### config.mk
export PLATFORM = sky130hd
export DESIGN_NAME = bitboard_scanner_flat
export DESIGN_NICKNAME = d
export VERILOG_FILES = /design/src/rtl/bitboard_pkg.sv /design/src/rtl/bitboard_scanner_if.sv /design/src/rtl/lsb_index_32.sv /design/src/rtl/bitboard_scanner.sv /design/src/flat_wrapper.sv
export SDC_FILE = /design/constraint.sdc
export NUM_CORES = 1
export LEC_CHECK = 0
export ABC_AREA = 1
export ABC_CLOCK_PERIOD_IN_PS = 4000
export BUFFER_PORTS_ARGS = -buffer_cell sky130_fd_sc_hd__buf_4
export CORE_MARGIN = 2
export CORE_UTILIZATION = 44
export DETAILED_ROUTE_END_ITERATION = 6
export GPL_TIMING_DRIVEN = 1
export MAX_ROUTING_LAYER = met4
export PLACE_DENSITY = 0.65
export SLEW_MARGIN = 20
export SYNTH_ARGS = -nofsm -noshare
export SYNTH_HDL_FRONTEND = slang
export SYNTH_SLANG_ARGS = --single-unit
### constraint.sdc
create_clock -name clock -period 4 [get_ports clock]
set_input_delay 0 -clock clock [delete_from_list [all_inputs] [get_ports clock]]
set_output_delay 0 -clock clock [all_outputs]
set_load 0.01 [all_outputs]
### src/rtl/bitboard_pkg.sv
// Shared constants and FSM encoding for the bitboard units.
package bitboard_pkg;

  // Checkers board: one bit per dark square
  localparam int unsigned BOARD_SQUARES = 32;
  localparam int unsigned SQ_IDX_W      = 5;

  // Scanner FSM encoding
  localparam logic [1:0] ST_IDLE = 2'd0;
  localparam logic [1:0] ST_SCAN = 2'd1;
  localparam logic [1:0] ST_ZERO = 2'd2;

endpackage

### src/rtl/bitboard_scanner_if.sv
// Mask-in / index-out handshake bundle for the bitboard scanner.
interface bitboard_scanner_if
  import bitboard_pkg::*;
#(
  parameter int unsigned WIDTH = BOARD_SQUARES,
  parameter int unsigned IDX_W = SQ_IDX_W
);
  logic             in_valid;
  logic             in_ready;
  logic [WIDTH-1:0] in_mask;
  logic             abort;
  logic             out_valid;
  logic             out_ready;
  logic [IDX_W-1:0] out_index;
  logic             out_last;
  logic             out_none;
  logic [IDX_W:0]   out_seq;

  // Producer of masks and consumer of indices
  modport master (
    output in_valid, in_mask, abort, out_ready,
    input  in_ready, out_valid, out_index, out_last, out_none, out_seq
  );

  // The scanner itself
  modport slave (
    input  in_valid, in_mask, abort, out_ready,
    output in_ready, out_valid, out_index, out_last, out_none, out_seq
  );
endinterface

### src/rtl/lsb_index_32.sv
// Priority encoder: index of the lowest set bit, plus a single-bit-set flag.
module lsb_index_32
  import bitboard_pkg::*;
#(
  parameter int unsigned WIDTH = BOARD_SQUARES,
  parameter int unsigned IDX_W = SQ_IDX_W
) (
  input  logic [WIDTH-1:0] vec,
  output logic [IDX_W-1:0] index,
  output logic             one_hot
);

  // Walk from the top down so the lowest set bit is the last one to win
  always_comb begin
    index = '0;
    for (int i = 0; i < int'(WIDTH); i++) begin
      if (vec[WIDTH-1-i]) begin
        index = IDX_W'(WIDTH - 1 - i);
      end
    end
  end

  // Exactly one bit set: nonzero and clearing the lowest bit leaves nothing
  always_comb begin
    one_hot = (vec != '0) && ((vec & (vec - WIDTH'(1))) == '0);
  end

endmodule

### src/rtl/bitboard_scanner.sv
// Sequential decomposer: emits the index of every set bit of a mask, one per beat.
module bitboard_scanner
  import bitboard_pkg::*;
#(
  parameter int unsigned WIDTH     = BOARD_SQUARES,
  parameter int unsigned IDX_W     = SQ_IDX_W,
  parameter bit          MSB_FIRST = 1'b0
) (
  input logic               clock,
  input logic               reset_n,
  bitboard_scanner_if.slave bus
);

  localparam logic [IDX_W:0] SeqOne = (IDX_W+1)'(1);

  logic [1:0]       state_q, state_d;
  logic [WIDTH-1:0] rem_q, rem_d;
  logic [IDX_W:0]   seq_q, seq_d;

  logic [WIDTH-1:0] enc_in;
  logic [WIDTH-1:0] rem_cleared;
  logic [IDX_W-1:0] enc_idx;
  logic [IDX_W-1:0] scan_idx;
  logic             one_hot;

  // Present rem to the encoder in scan order (bit-reversed for descending scans)
  always_comb begin
    enc_in = '0;
    for (int i = 0; i < int'(WIDTH); i++) begin
      enc_in[i] = MSB_FIRST ? rem_q[WIDTH-1-i] : rem_q[i];
    end
  end

  lsb_index_32 #(
    .WIDTH (WIDTH),
    .IDX_W (IDX_W)
  ) u_enc (
    .vec     (enc_in),
    .index   (enc_idx),
    .one_hot (one_hot)
  );

  // Map the encoder result back to a square index and drop that square from rem
  always_comb begin
    if (MSB_FIRST) begin
      scan_idx    = IDX_W'(WIDTH - 1) - enc_idx;
      rem_cleared = rem_q & ~(WIDTH'(1) << scan_idx);
    end else begin
      scan_idx    = enc_idx;
      rem_cleared = rem_q & (rem_q - WIDTH'(1));
    end
  end

  // Outputs come straight from registered state, so they hold while stalled
  always_comb begin
    bus.in_ready  = (state_q == ST_IDLE);
    bus.out_valid = (state_q == ST_SCAN) || (state_q == ST_ZERO);
    bus.out_index = '0;
    bus.out_last  = 1'b0;
    bus.out_none  = 1'b0;
    bus.out_seq   = '0;
    if (state_q == ST_SCAN) begin
      bus.out_index = scan_idx;
      bus.out_last  = one_hot;
      bus.out_seq   = seq_q;
    end else if (state_q == ST_ZERO) begin
      bus.out_last = 1'b1;
      bus.out_none = 1'b1;
    end
  end

  // Next-state: accept in IDLE, step on each beat, abort wins over a handshake
  always_comb begin
    state_d = state_q;
    rem_d   = rem_q;
    seq_d   = seq_q;
    case (state_q)
      ST_IDLE: begin
        // abort is meaningless here; an incoming mask is still taken
        if (bus.in_valid) begin
          rem_d   = bus.in_mask;
          seq_d   = '0;
          state_d = (bus.in_mask != '0) ? ST_SCAN : ST_ZERO;
        end
      end
      ST_SCAN: begin
        if (bus.abort) begin
          state_d = ST_IDLE;
          rem_d   = '0;
          seq_d   = '0;
        end else if (bus.out_ready) begin
          rem_d = rem_cleared;
          seq_d = seq_q + SeqOne;
          if (one_hot) begin
            state_d = ST_IDLE;
            seq_d   = '0;
          end
        end
      end
      ST_ZERO: begin
        if (bus.abort || bus.out_ready) begin
          state_d = ST_IDLE;
          rem_d   = '0;
          seq_d   = '0;
        end
      end
      default: begin
        state_d = ST_IDLE;
        rem_d   = '0;
        seq_d   = '0;
      end
    endcase
  end

  // State registers, asynchronously cleared
  always_ff @(posedge clock or negedge reset_n) begin
    if (!reset_n) begin
      state_q <= ST_IDLE;
      rem_q   <= '0;
      seq_q   <= '0;
    end else begin
      state_q <= state_d;
      rem_q   <= rem_d;
      seq_q   <= seq_d;
    end
  end

  // A stalled beat must not change under the consumer
  property p_stall_stable;
    @(posedge clock) disable iff (!reset_n)
      (bus.out_valid && !bus.out_ready && !bus.abort) |=>
        (bus.out_valid && $stable(bus.out_index) && $stable(bus.out_seq) &&
         $stable(bus.out_last) && $stable(bus.out_none));
  endproperty
  a_stall_stable: assert property (p_stall_stable);

  // Never accept while a scan is in flight
  property p_no_overlap;
    @(posedge clock) disable iff (!reset_n) !(bus.in_ready && bus.out_valid);
  endproperty
  a_no_overlap: assert property (p_no_overlap);

endmodule

### src/flat_wrapper.sv
// flat-port wrapper written by rule: the top's interface ports become plain ports
module bitboard_scanner_flat import bitboard_pkg::*;
#(
  parameter int unsigned WIDTH     = BOARD_SQUARES,
  parameter int unsigned IDX_W     = SQ_IDX_W,
  parameter bit          MSB_FIRST = 1'b0
)
  (clock, reset_n, bus_in_valid, bus_in_mask, bus_abort, bus_out_ready, bus_in_ready, bus_out_valid, bus_out_index, bus_out_last, bus_out_none, bus_out_seq);
  bitboard_scanner_if #(.WIDTH(WIDTH), .IDX_W(IDX_W)) bus_i ();
  input logic clock;
  input logic reset_n;
  input wire logic [$bits(bus_i.in_valid)-1:0] bus_in_valid;
  input wire logic [$bits(bus_i.in_mask)-1:0] bus_in_mask;
  input wire logic [$bits(bus_i.abort)-1:0] bus_abort;
  input wire logic [$bits(bus_i.out_ready)-1:0] bus_out_ready;
  output wire logic [$bits(bus_i.in_ready)-1:0] bus_in_ready;
  output wire logic [$bits(bus_i.out_valid)-1:0] bus_out_valid;
  output wire logic [$bits(bus_i.out_index)-1:0] bus_out_index;
  output wire logic [$bits(bus_i.out_last)-1:0] bus_out_last;
  output wire logic [$bits(bus_i.out_none)-1:0] bus_out_none;
  output wire logic [$bits(bus_i.out_seq)-1:0] bus_out_seq;
  assign bus_i.in_valid = bus_in_valid;
  assign bus_i.in_mask = bus_in_mask;
  assign bus_i.abort = bus_abort;
  assign bus_i.out_ready = bus_out_ready;
  assign bus_in_ready = bus_i.in_ready;
  assign bus_out_valid = bus_i.out_valid;
  assign bus_out_index = bus_i.out_index;
  assign bus_out_last = bus_i.out_last;
  assign bus_out_none = bus_i.out_none;
  assign bus_out_seq = bus_i.out_seq;
  bitboard_scanner #(.WIDTH(WIDTH), .IDX_W(IDX_W), .MSB_FIRST(MSB_FIRST)) u_core (.clock(clock), .reset_n(reset_n), .bus(bus_i));
endmodule
======== Word-level counts from Yosys, hierarchy flattened ========
Cells that the tools add are included.
storage, ports and cells
  register bits ........................... 40
  bits of input ports ..................... 37
  output and inout port bits .............. 15
  logic and storage cells ................. 76
operators by class
  add/subtract/negate cells ............... 2
  equality and inequality tests ........... 6
  mux-type cells .......................... 55
  bitwise logic cells ..................... 1
  reductions and logical operators ........ 9
operators with widths
  cell                                                number
  two-way mux 5 bit                                   33
  two-way mux 32 bit                                  4
  case mux 32 bit (3 select lines)                    1
  nonzero test 32 bit                                 2
  two-way mux 6 bit                                   6
  AND 32 bit                                          1
  logical NOT 32 bit                                  1
  subtractor 32 x 1 -> 32 bit, second input constant  1
  case mux 6 bit (3 select lines)                     1
  two-way mux 2 bit                                   6
  adder 6 x 1 -> 6 bit, second input constant         1
  case mux 2 bit (3 select lines)                     1
  != test 2 bit, second input constant                2
  AND reduction 4 bit                                 1
  two-way mux 1 bit                                   3
  != test 3 x 2 -> 1 bit, second input constant       1
  != test 3 bit, second input constant                1
  AND reduction 3 bit                                 1
  == test 2 x 1 -> 1 bit, second input constant       1
  == test 2 bit, second input constant                1
  logical NOT 2 bit                                   1
  logical OR 1 bit                                    2
  logical AND 1 bit                                   1

======== Longest topological paths before layout ========
Gate-level depths: netlist of the first run.
  depth after elaboration ................. 33
  mapped depth ............................ 31
  gate-level depth less buffers ........... 31

======== By module ========
A second synthesis of the first run with hierarchy kept.
unflattened totals
  cells, all modules ...................... 559
  area total of the unflattened synthesis .. 3353.2 um^2
modules (own cells, without submodules)
  module            times used  cells each  area each (um^2)  sequential area each (um^2)
  bitboard_scanner  1           389         2552.4            1001.0
  lsb_index_32      1           170         800.8             0.0

======== Worst setup path before layout of the first run ========
No wires, ideal clock.
  path kind ............................... flip-flop to flip-flop
  start point ............................. reg u_core.rem_q[2] (netlist: u_core.enc_in[2])
  end point ............................... reg u_core.state_q[0]
  library setup time ...................... 0.127 ns
  arrival time ............................ 2.200 ns
  data required time ...................... 3.873 ns
  slack ................................... 1.674 ns
  cell stages (with the launch flop) ...... 23
  buffers on the path ..................... 0
  period minus slack after synthesis ...... 2.326 ns
  cell sequence ........................... dfrtp_1 > nor2_1 > nand2_2 > nor2_2 > inv_2 > nor2_2 > inv_2 > nor2_2 > inv_2 > nor2_4 > nand3_2 > inv_2 > nand2_2 > nand2_1 > nand4_1 > nor4_2 > nand3_1 > nand2_1 > inv_2 > nand2_2 > inv_2 > nor2_8 > o21ai_0
on the way
  word-level cells in the longest chain between the ends .. 6
  elaborated cells between the ends (all ways) .. 7
  those cells by class .................... 1 x add/sub; 1 x eq/ne; 1 x bitwise; 4 x reduce/logical
RTL lines
  item                                         RTL line                 RTL
  start: declaration                           bitboard_scanner.sv:17   logic [WIDTH-1:0] rem_q, rem_d;
  start signal: assignment                     bitboard_scanner.sv:123  rem_q <= rem_d;
  subtractor 32 x 1 -> 32 bit                  lsb_index_32.sv:25       one_hot = (vec != '0) && ((vec & (vec - WIDTH'(1))) == '0);
  AND 32 bit                                   lsb_index_32.sv:25
  logical NOT 32 bit                           lsb_index_32.sv:25
  logical AND 1 bit (*)                        lsb_index_32.sv:25
  != test 3 x 2 -> 1 bit (no source line) (*)  n/a
  AND reduction 4 bit (no source line) (*)     n/a
  end signal: assignment                       bitboard_scanner.sv:122  state_q <= state_d;
  end: declaration                             bitboard_scanner.sv:16   logic [1:0] state_q, state_d;
Mark *: on every way between the ends. The rest lies on a longest branch, timed or not.
A chain may end at the register's enable or synchronous reset.

======== Final worst setup path of the first run ========
  start point ............................. reg u_core.rem_q[2] (netlist: u_core.enc_in[2])
  end point ............................... out bus_out_last
on the way
  word-level cells in the longest chain between the ends .. 5
  elaborated cells between the ends (all ways) .. 6
  those cells by class .................... 1 x add/sub; 1 x mux; 1 x bitwise; 3 x reduce/logical
RTL lines
  item                         RTL line                RTL
  subtractor 32 x 1 -> 32 bit  lsb_index_32.sv:25
  AND 32 bit                   lsb_index_32.sv:25
  logical NOT 32 bit           lsb_index_32.sv:25
  logical AND 1 bit (*)        lsb_index_32.sv:25
  two-way mux 1 bit (*)        bitboard_scanner.sv:62  if (state_q == ST_SCAN) begin
  end: declaration             flat_wrapper.sv:19      output wire logic [$bits(bus_i.out_last)-1:0] bus_out_last;
Marks and branches as above.

==> results of run 1 <==
-- routing by layer --
metal / wire length [um] / GRT usage / share of wire
met1: 4030 / 0.351 / 0.49
met2: 3620 / 0.367 / 0.44
met3: 406 / 0.0354 / 0.050
met4: 92 / 0.0635 / 0.011
met5: 0 / - / 0
-- final cells by class --
class                   count  area share
clock buffers               5      0.0201
clock inverters             3      0.0124
inverters                  64      0.0700
multi-input cells         322       0.456
flip-flops and latches     40       0.292
well taps                  77      0.0281
repair buffers             55       0.122
-- metrics by stage --
stage / area [um^2] / hold WS (ns) / total power [uW] / setup WS [ns]
final: 3430 / 0.0268 / 2380 / 1.23
after global routing: 3430 / 0.0572 / 2610 / 0.841
after CTS: 3430 / 0.0218 / 2370 / 1.17
after detailed placement: 3300 / 0.0189 / 2030 / 1.33
after global placement: 3300 / 0.0135 / 2010 / 1.42
after floorplan: 2860 / -0.296 / 1650 / 1.67
-- worst paths after layout --
kind / start / endpoint / slack (ns) / cells after the start
max: u_core.enc_in[2] / bus_out_last / 1.23 / 20
min: bus_in_mask[23] / u_core.enc_in[23] / 0.03 / 5
max reg2reg: u_core.enc_in[2] / u_core.state_q[0] / 1.36 / 23
min reg2reg: u_core.seq_q[5] / u_core.seq_q[5] / 0.57 / 2
max in group asynchronous: reset_n / u_core.enc_in[7] / 3.42 / 2
min in group asynchronous: reset_n / u_core.enc_in[23] / 0.21 / 2
-- flip-flops by register name, summed over array words and instances, names as in the netlist --
register / count
u_core.enc_in: 32
u_core.seq_q: 6
u_core.state_q: 2
-- worst max-delay path, cell delays in order (launching register included) --
cell and delay (ns):
dfrtp_1 0.40, nor2_1 0.20, nand2_2 0.12, nor2_2 0.13, inv_2 0.07, nor2_2 0.09, inv_2 0.04, nor2_2 0.08
inv_2 0.06, nor2_4 0.11, nand3_2 0.09, inv_2 0.07, nand2_1 0.08, nand2_1 0.08, nand4_1 0.10, nor4_2 0.23
nand3_1 0.10, nand2_1 0.09, inv_2 0.05, a21oi_1 0.12, buf_4 0.15
-- power groups by stage --
| stage | registers (uW) | logic (uW) | clock network, uW |
|---|---|---|---|
| floorplan | 670 | 977 | 0 |
| global placement | 713 | 1300 | 0 |
| detailed placement | 715 | 1310 | 0 |
| CTS | 708 | 1310 | 350 |
| global route | 736 | 1510 | 365 |
| finish | 712 | 1320 | 344 |
-- kinds of logic (layout without fill, tap and decap cells) --
family	count (synthesis)	after routing
fa+ha+maj	4	4
xor+xnor	3	3
flops	40	40
simple gates	224	224
compound gates	91	91
buf+inv	78	127
-- synth_stat cells (2+ instances only) --
library cell	count
nor2_2	5
nor3_1	7
nand3_1	11
o21ai_0	71
xor2_1	3
clkbuf_1	12
nand4_1	9
inv_2	6
inv_1	58
nand2_1	139
a32o_1	4
ha_1	4
nand2_2	3
a21oi_1	6
o21ai_2	3
nor4_1	10
o31ai_1	3
dfrtp_1	40
nand3_2	2
nor2_1	34
-- timing repair --
action	CTS	global route
setup endpoints to repair	0	0
setup buffers	0	0
hold buffers	2	0
endpoints found under the hold margin	41	0
==> summary.txt, run 1 <==
Status
  – Status: finished, final reports clean

STA
  – Final Max Tran Viols: 0
  – Fin. Hold Viols: 0
  – Clk_skew: 0.0119 ns
  – RSZ-0062 raised after global routing: false
  – Worst-margin pin slew: 0.809 ns
  – Number of setup violations in the final report: 0
  – Fmax: 0.362 GHz
  – Period minus WS final: 2.77 ns
  – Fin crit share: 0.691
  – TNS Setup: 0 ns
  – Slew margin rel.: 0.459

Finish
  – Multi-input logic area: 1560 um^2
  – Most frequent cells in the layout: nand2_1, o21ai_0, inv_1
  – # fillers: 641
  – Finished Core Util: 0.543
  – Share of layout cells above drive strength 1: 0.172
  – Layout area overhead: 20.1%
  – Reg area: 1000 um^2
  – Ant. Diodes: 0
  – Fin cells: 566
  – Commonest non-fill, non-tap cell in the layout: nand2_1
  – Post-layout nets: 529

Clocking
  – Worst-Skew Late Latency: 0.31 ns
  – Clk root buf: clkbuf_8
  – CTS tree: done
  – Reg clk slew, reported paths: 0.08 ns
  – CTS resizes: 0
  – Maximum root-to-sink buffer count: 2
  – Clock Sinks: 40
  – CTS Buf Count: 5
  – CTS H-tree depth: 2

Global route
  – Largest net degree at the start of global routing: 70
  – Vias in the first global route: 2817
  – GRT Total Usage: 0.246
  – Initial antenna violation count: 0
  – First-pass GRT wire length: 13500 um
  – Total gr overflow: 0

Critical path
  – Startpoint Class: flop
  – Worst Path Required: 4.00 ns
  – Largest fanout on the critical path: 4
  – Setup Crit Path Kind: flop to output port
  – Crit path DAT: 2.77 ns
  – CP Capture Type: output port

Yosys
  – Ys async rst share: 1.00
  – Main combinational cell family by area after synthesis: simple AND/OR/NAND/NOR gates
  – Ys flop type: dfrtp_1
  – Distinct cells, synth: 30
  – Net count after synthesis: 481
  – Area share of fa/ha/maj cells after synthesis: 0.0175
  – Synth area leaders: dfrtp_1, nand2_1, o21ai_0, inv_1, nor2_1
  – Top cell type's share of synthesized area: 0.350
  – Post-synthesis compound-gate area fraction: 0.177
  – Post-synth EDFFs: 0
  – Post-Synth Simple-Gate Area: 0.343
  – Mux contribution to synthesized area: 0
  – Synth Area per Inst: 6.49 um^2
  – Synthesized cell area: 2860 um^2
  – Top cell type by total area after synthesis: dfrtp_1
  – XOR/XNOR share of the synthesized area: 0.00920
  – Seq/Total Area, Yosys: 0.350
  – Synth Register Bits: 40
  – Cells after synthesis: 440
  – Synthesis Warnings: 0

Floorplan
  – DIE HEIGHT: 84.6 um
  – Core area: 6310 um^2
  – Width of the die: 84.6 um
  – Row cnt: 29
  – Die area: 7150 um^2
  – I/O Pins: 52
  – Initial Util: 0.452

Power
  – Pwr dens: 693 nW/um^2
  – Switching part of the total: 0.501
  – Combinational share of power: 0.556
  – LEAKAGE: 0.00171 uW
  – P_int: 1190 uW
  – Net Sw Power: 1190 uW
  – Power share of the clock group: 0.145
  – Flop pwr share: 0.300
  – Max IR drop VDD: 0.347 mV

Placed design
  – Cell count after placement: 556
  – Hpwl dp: 6230 um
  – RD Place Congestion: 0.965
  – Buffers on Ports: 51

Drt
  – Total wire length: 8150 um
  – Post-DR wirelength/cell: 14.4 um
  – DR iter-0 viols: 174
  – Remaining DRCs: 0
  – DR vias/cell: 5.17
  – Via Count: 2926
  – DRT antenna net count: 0
  – Initial DRT Pass Iterations: 5

Min path
  – Hold Crit Class: input pin to flop

Run
  – Maxcap violations: 0
(Power assumes the default switching activity.)
==> inputs of run 2 (changes only) <==
--- a/config.mk
+++ b/config.mk
@@ -6,14 +6,14 @@
 export NUM_CORES = 1
 export LEC_CHECK = 0
 export ABC_AREA = 1
-export ABC_CLOCK_PERIOD_IN_PS = 4000
+export ABC_CLOCK_PERIOD_IN_PS = 2500
 export BUFFER_PORTS_ARGS = -buffer_cell sky130_fd_sc_hd__buf_4
 export CORE_MARGIN = 2
 export CORE_UTILIZATION = 44
 export DETAILED_ROUTE_END_ITERATION = 6
 export GPL_TIMING_DRIVEN = 1
 export MAX_ROUTING_LAYER = met4
-export PLACE_DENSITY = 0.65
+export PLACE_DENSITY = 0.68
 export SLEW_MARGIN = 20
 export SYNTH_ARGS = -nofsm -noshare
 export SYNTH_HDL_FRONTEND = slang
==> constraint.sdc (replaced) <==
create_clock -name clock -period 2.5 [get_ports clock]
set_input_delay 0 -clock clock [delete_from_list [all_inputs] [get_ports clock]]
set_output_delay 0 -clock clock [all_outputs]
set_load 0.01 [all_outputs]
==> summary.txt, run 2 (synthesized netlist as in run 1, its figures left out) <==
Status
  – Status: finished with violations
  – Failing checks: setup timing

Critical path
  – Reg2Reg Depth: 19 (-17%)
  – Setup slack, reg-to-reg: -0.20 ns (-1.56 ns)
  – WP buf/inv: 5 (-1)
  – CP dominant cell by count: buf_4
  – Setup Crit Path Kind: flop to output port
  – Slowest CP cell: dfrtp_1
  – CP Capture Type: output port
  – Reg2reg end: u_core.state_q[1]
  – Worst Path Required: 2.50 ns (-1.50 ns)
  – Crit path max-delay family: simple AND/OR/NAND/NOR gates
  – Critical path depth in cells: 16 (-20%)
  – Largest fanout on the critical path: 4 (unchanged)
  – CP peak stage delay: 0.40 ns (about the same)
  – Crit path DAT: 2.74 ns (-0.03 ns)
  – CP Cell Sequence: nor2_2, nand2_2, nor2_4, inv_2, buf_4, nor2_2, nand2_2, o31ai_4, nand4_1, nor4_2, nand3_1, nand2_1, inv_2, buf_4, a21oi_2, buf_4
  – R2R Path Start: u_core.enc_in[1]
  – Startpoint Class: flop

Placed design
  – Post-place setup slack: -0.121 ns (-1.45 ns)
  – RD Place Congestion: 0.941 (-2.6%)
  – Post-place instance area: 3520 um^2 (+6.8%)
  – Buffers on Ports: 51 (unchanged)
  – Hpwl dp: 6400 um (+2.7%)

STA
  – Fin. Hold Viols: 0 (unchanged)
  – Final Max Tran Viols: 0 (unchanged)
  – Clk_skew: 0.00322 ns (-0.00867 ns)
  – Fin crit share: 1.10
  – Period minus WS final: 2.74 ns
  – Fmax: 0.365 GHz
  – RSZ-0062 raised after global routing: true
  – Slew margin rel.: 0.639 (+0.179)
  – Setup ws final: -0.239 ns (-1.47 ns)
  – Number of setup violations in the final report: 10 (+10)
  – Worst-margin pin slew: 0.542 ns (-0.267 ns)
  – TNS Setup: -1.45 ns (-1.45 ns)

Power
  – Pwr Total: 4400 uW (+85%)
  – Max IR drop VDD: 0.572 mV (+65%)
  – LEAKAGE: 0.00197 uW (+15%)
  – Pwr dens: 1130 nW/um^2 (+63%)

Clocking
  – CTS tree: done
  – Maximum root-to-sink buffer count: 2 (unchanged)
  – Clock Sinks: 40 (unchanged)
  – Reg clk slew, reported paths: 0.08 ns (about the same)
  – Clk root buf: clkbuf_8
  – CTS Buf Count: 5 (unchanged)
  – Worst-Skew Late Latency: 0.30 ns (about the same)
  – CTS H-tree depth: 2 (unchanged)

Min path
  – Hold endpoint: u_core.enc_in[31]
  – WHS Path Cells: 5 (unchanged)
  – Hold Crit Class: input pin to flop
  – Min-Delay Startpoint: bus_in_mask[31]

Finish
  – Max reg flops: 32 (unchanged)
  – # fillers: 590 (-8.0%)
  – Ant. Diodes: 0 (unchanged)
  – Commonest non-fill, non-tap cell in the layout: nand2_1
  – Post-layout nets: 579 (+9.5%)
  – Design area: 3890 um^2 (+14%)
  – Share of layout cells above drive strength 1: 0.284 (+0.112)
  – Layout area overhead: 36.4%
  – Most frequent cells in the layout: nand2_1, buf_4, o21ai_0

Drt
  – DRT antenna net count: 0 (unchanged)
  – Via Count: 3231 (+10%)
  – Total wire length: 8740 um (+7.1%)
  – DR vias/cell: 5.25 (+1.5%)
  – Remaining DRCs: 0 (unchanged)
  – DR iter-0 viols: 168 (-3.4%)
  – Post-DR wirelength/cell: 14.2 um (-1.6%)
  – Initial DRT Pass Iterations: 5 (unchanged)

Global route
  – Initial antenna violation count: 0 (unchanged)
  – Total gr overflow: 0 (unchanged)
  – First-pass GRT wire length: 14900 um (+10%)
  – Vias in the first global route: 3218 (+14%)
  – Largest net degree at the start of global routing: 70 (unchanged)
  – GRT Total Usage: 0.266 (+0.0200)

Floorplan
  – Width of the die: 84.6 um (unchanged)
  – Die area: 7150 um^2 (unchanged)
  – Initial Util: 0.452 (unchanged)
  – I/O Pins: 52 (unchanged)
  – Core area: 6310 um^2 (unchanged)
  – DIE HEIGHT: 84.6 um (unchanged)
  – Row cnt: 29 (unchanged)

Run
  – Maxcap violations: 0 (unchanged)
[run 2: how the worst max path moves through the flow]
stage / startpoint / end / slack, ns
final: u_core.enc_in[1] / bus_out_last / -0.24
after global routing: u_core.enc_in[1] / bus_out_last / -0.48
after CTS: u_core.enc_in[0] / bus_out_last / -0.21
after detailed placement: u_core.enc_in[2] / u_core.state_q[1] / -0.12
after global placement: u_core.enc_in[2] / u_core.state_q[1] / -0.07
after floorplan: u_core.enc_in[2] / u_core.state_q[0] / 0.17
[run 2: layer usage]
metal / vias up / global-route usage / routed length, um
met5: - / - / 0
met4: 0 / 0.0996 / 278
met3: 23 / 0.0393 / 443
met2: 103 / 0.429 / 4290
met1: 1488 / 0.338 / 3720
li1: 1617 / - / -
[run 2: worst min-delay path, cell delays in order]
cell     delay (ns)
buf_4          0.09
nand2_1        0.06
o21ai_2        0.05
nand2_1        0.04
nand2_1        0.05
[run 2: through the flow]
stage	hold WS (ns)	std cells	utilization
global route	0.0707	616	0.617
finish	0.0295	616	0.617
detailed placement	0.0208	584	0.558
floorplan	-0.296	440	-
CTS	0.0287	614	0.606
global placement	0.0170	584	0.558
[run 2: final cells by class]
| cell class | instances | area (um^2) | share of cell area |
|---|---|---|---|
| Inverter | 64 | 243 | 0.0623 |
| Timing Repair Buffer | 105 | 813 | 0.209 |
| Multi-Input combinational cell | 322 | 1650 | 0.424 |
| Sequential cell | 40 | 1000 | 0.257 |
| Clock buffer | 8 | 90.1 | 0.0231 |
| Tap cell | 77 | 96.3 | 0.0247 |
[run 2: timing repair]
| action | 4_1_cts | 5_1_grt |
|---|---|---|
| setup buffers | 20 | 8 |
| endpoints found under the hold margin | 41 | 0 |
| pin swaps | 6 | 5 |
| hold buffers | 2 | 0 |
| resized for setup | 18 | 15 |
| endpoints found under the setup margin | 10 | 11 |
[run 2: where the power goes]
| group | leakage (uW) | switching, uW | internal (uW) |
|---|---|---|---|
| sequential | 0.000516 | 217 | 894 |
| combinational | 0.00141 | 1630 | 1200 |
| clock | 0.0000455 | 234 | 226 |
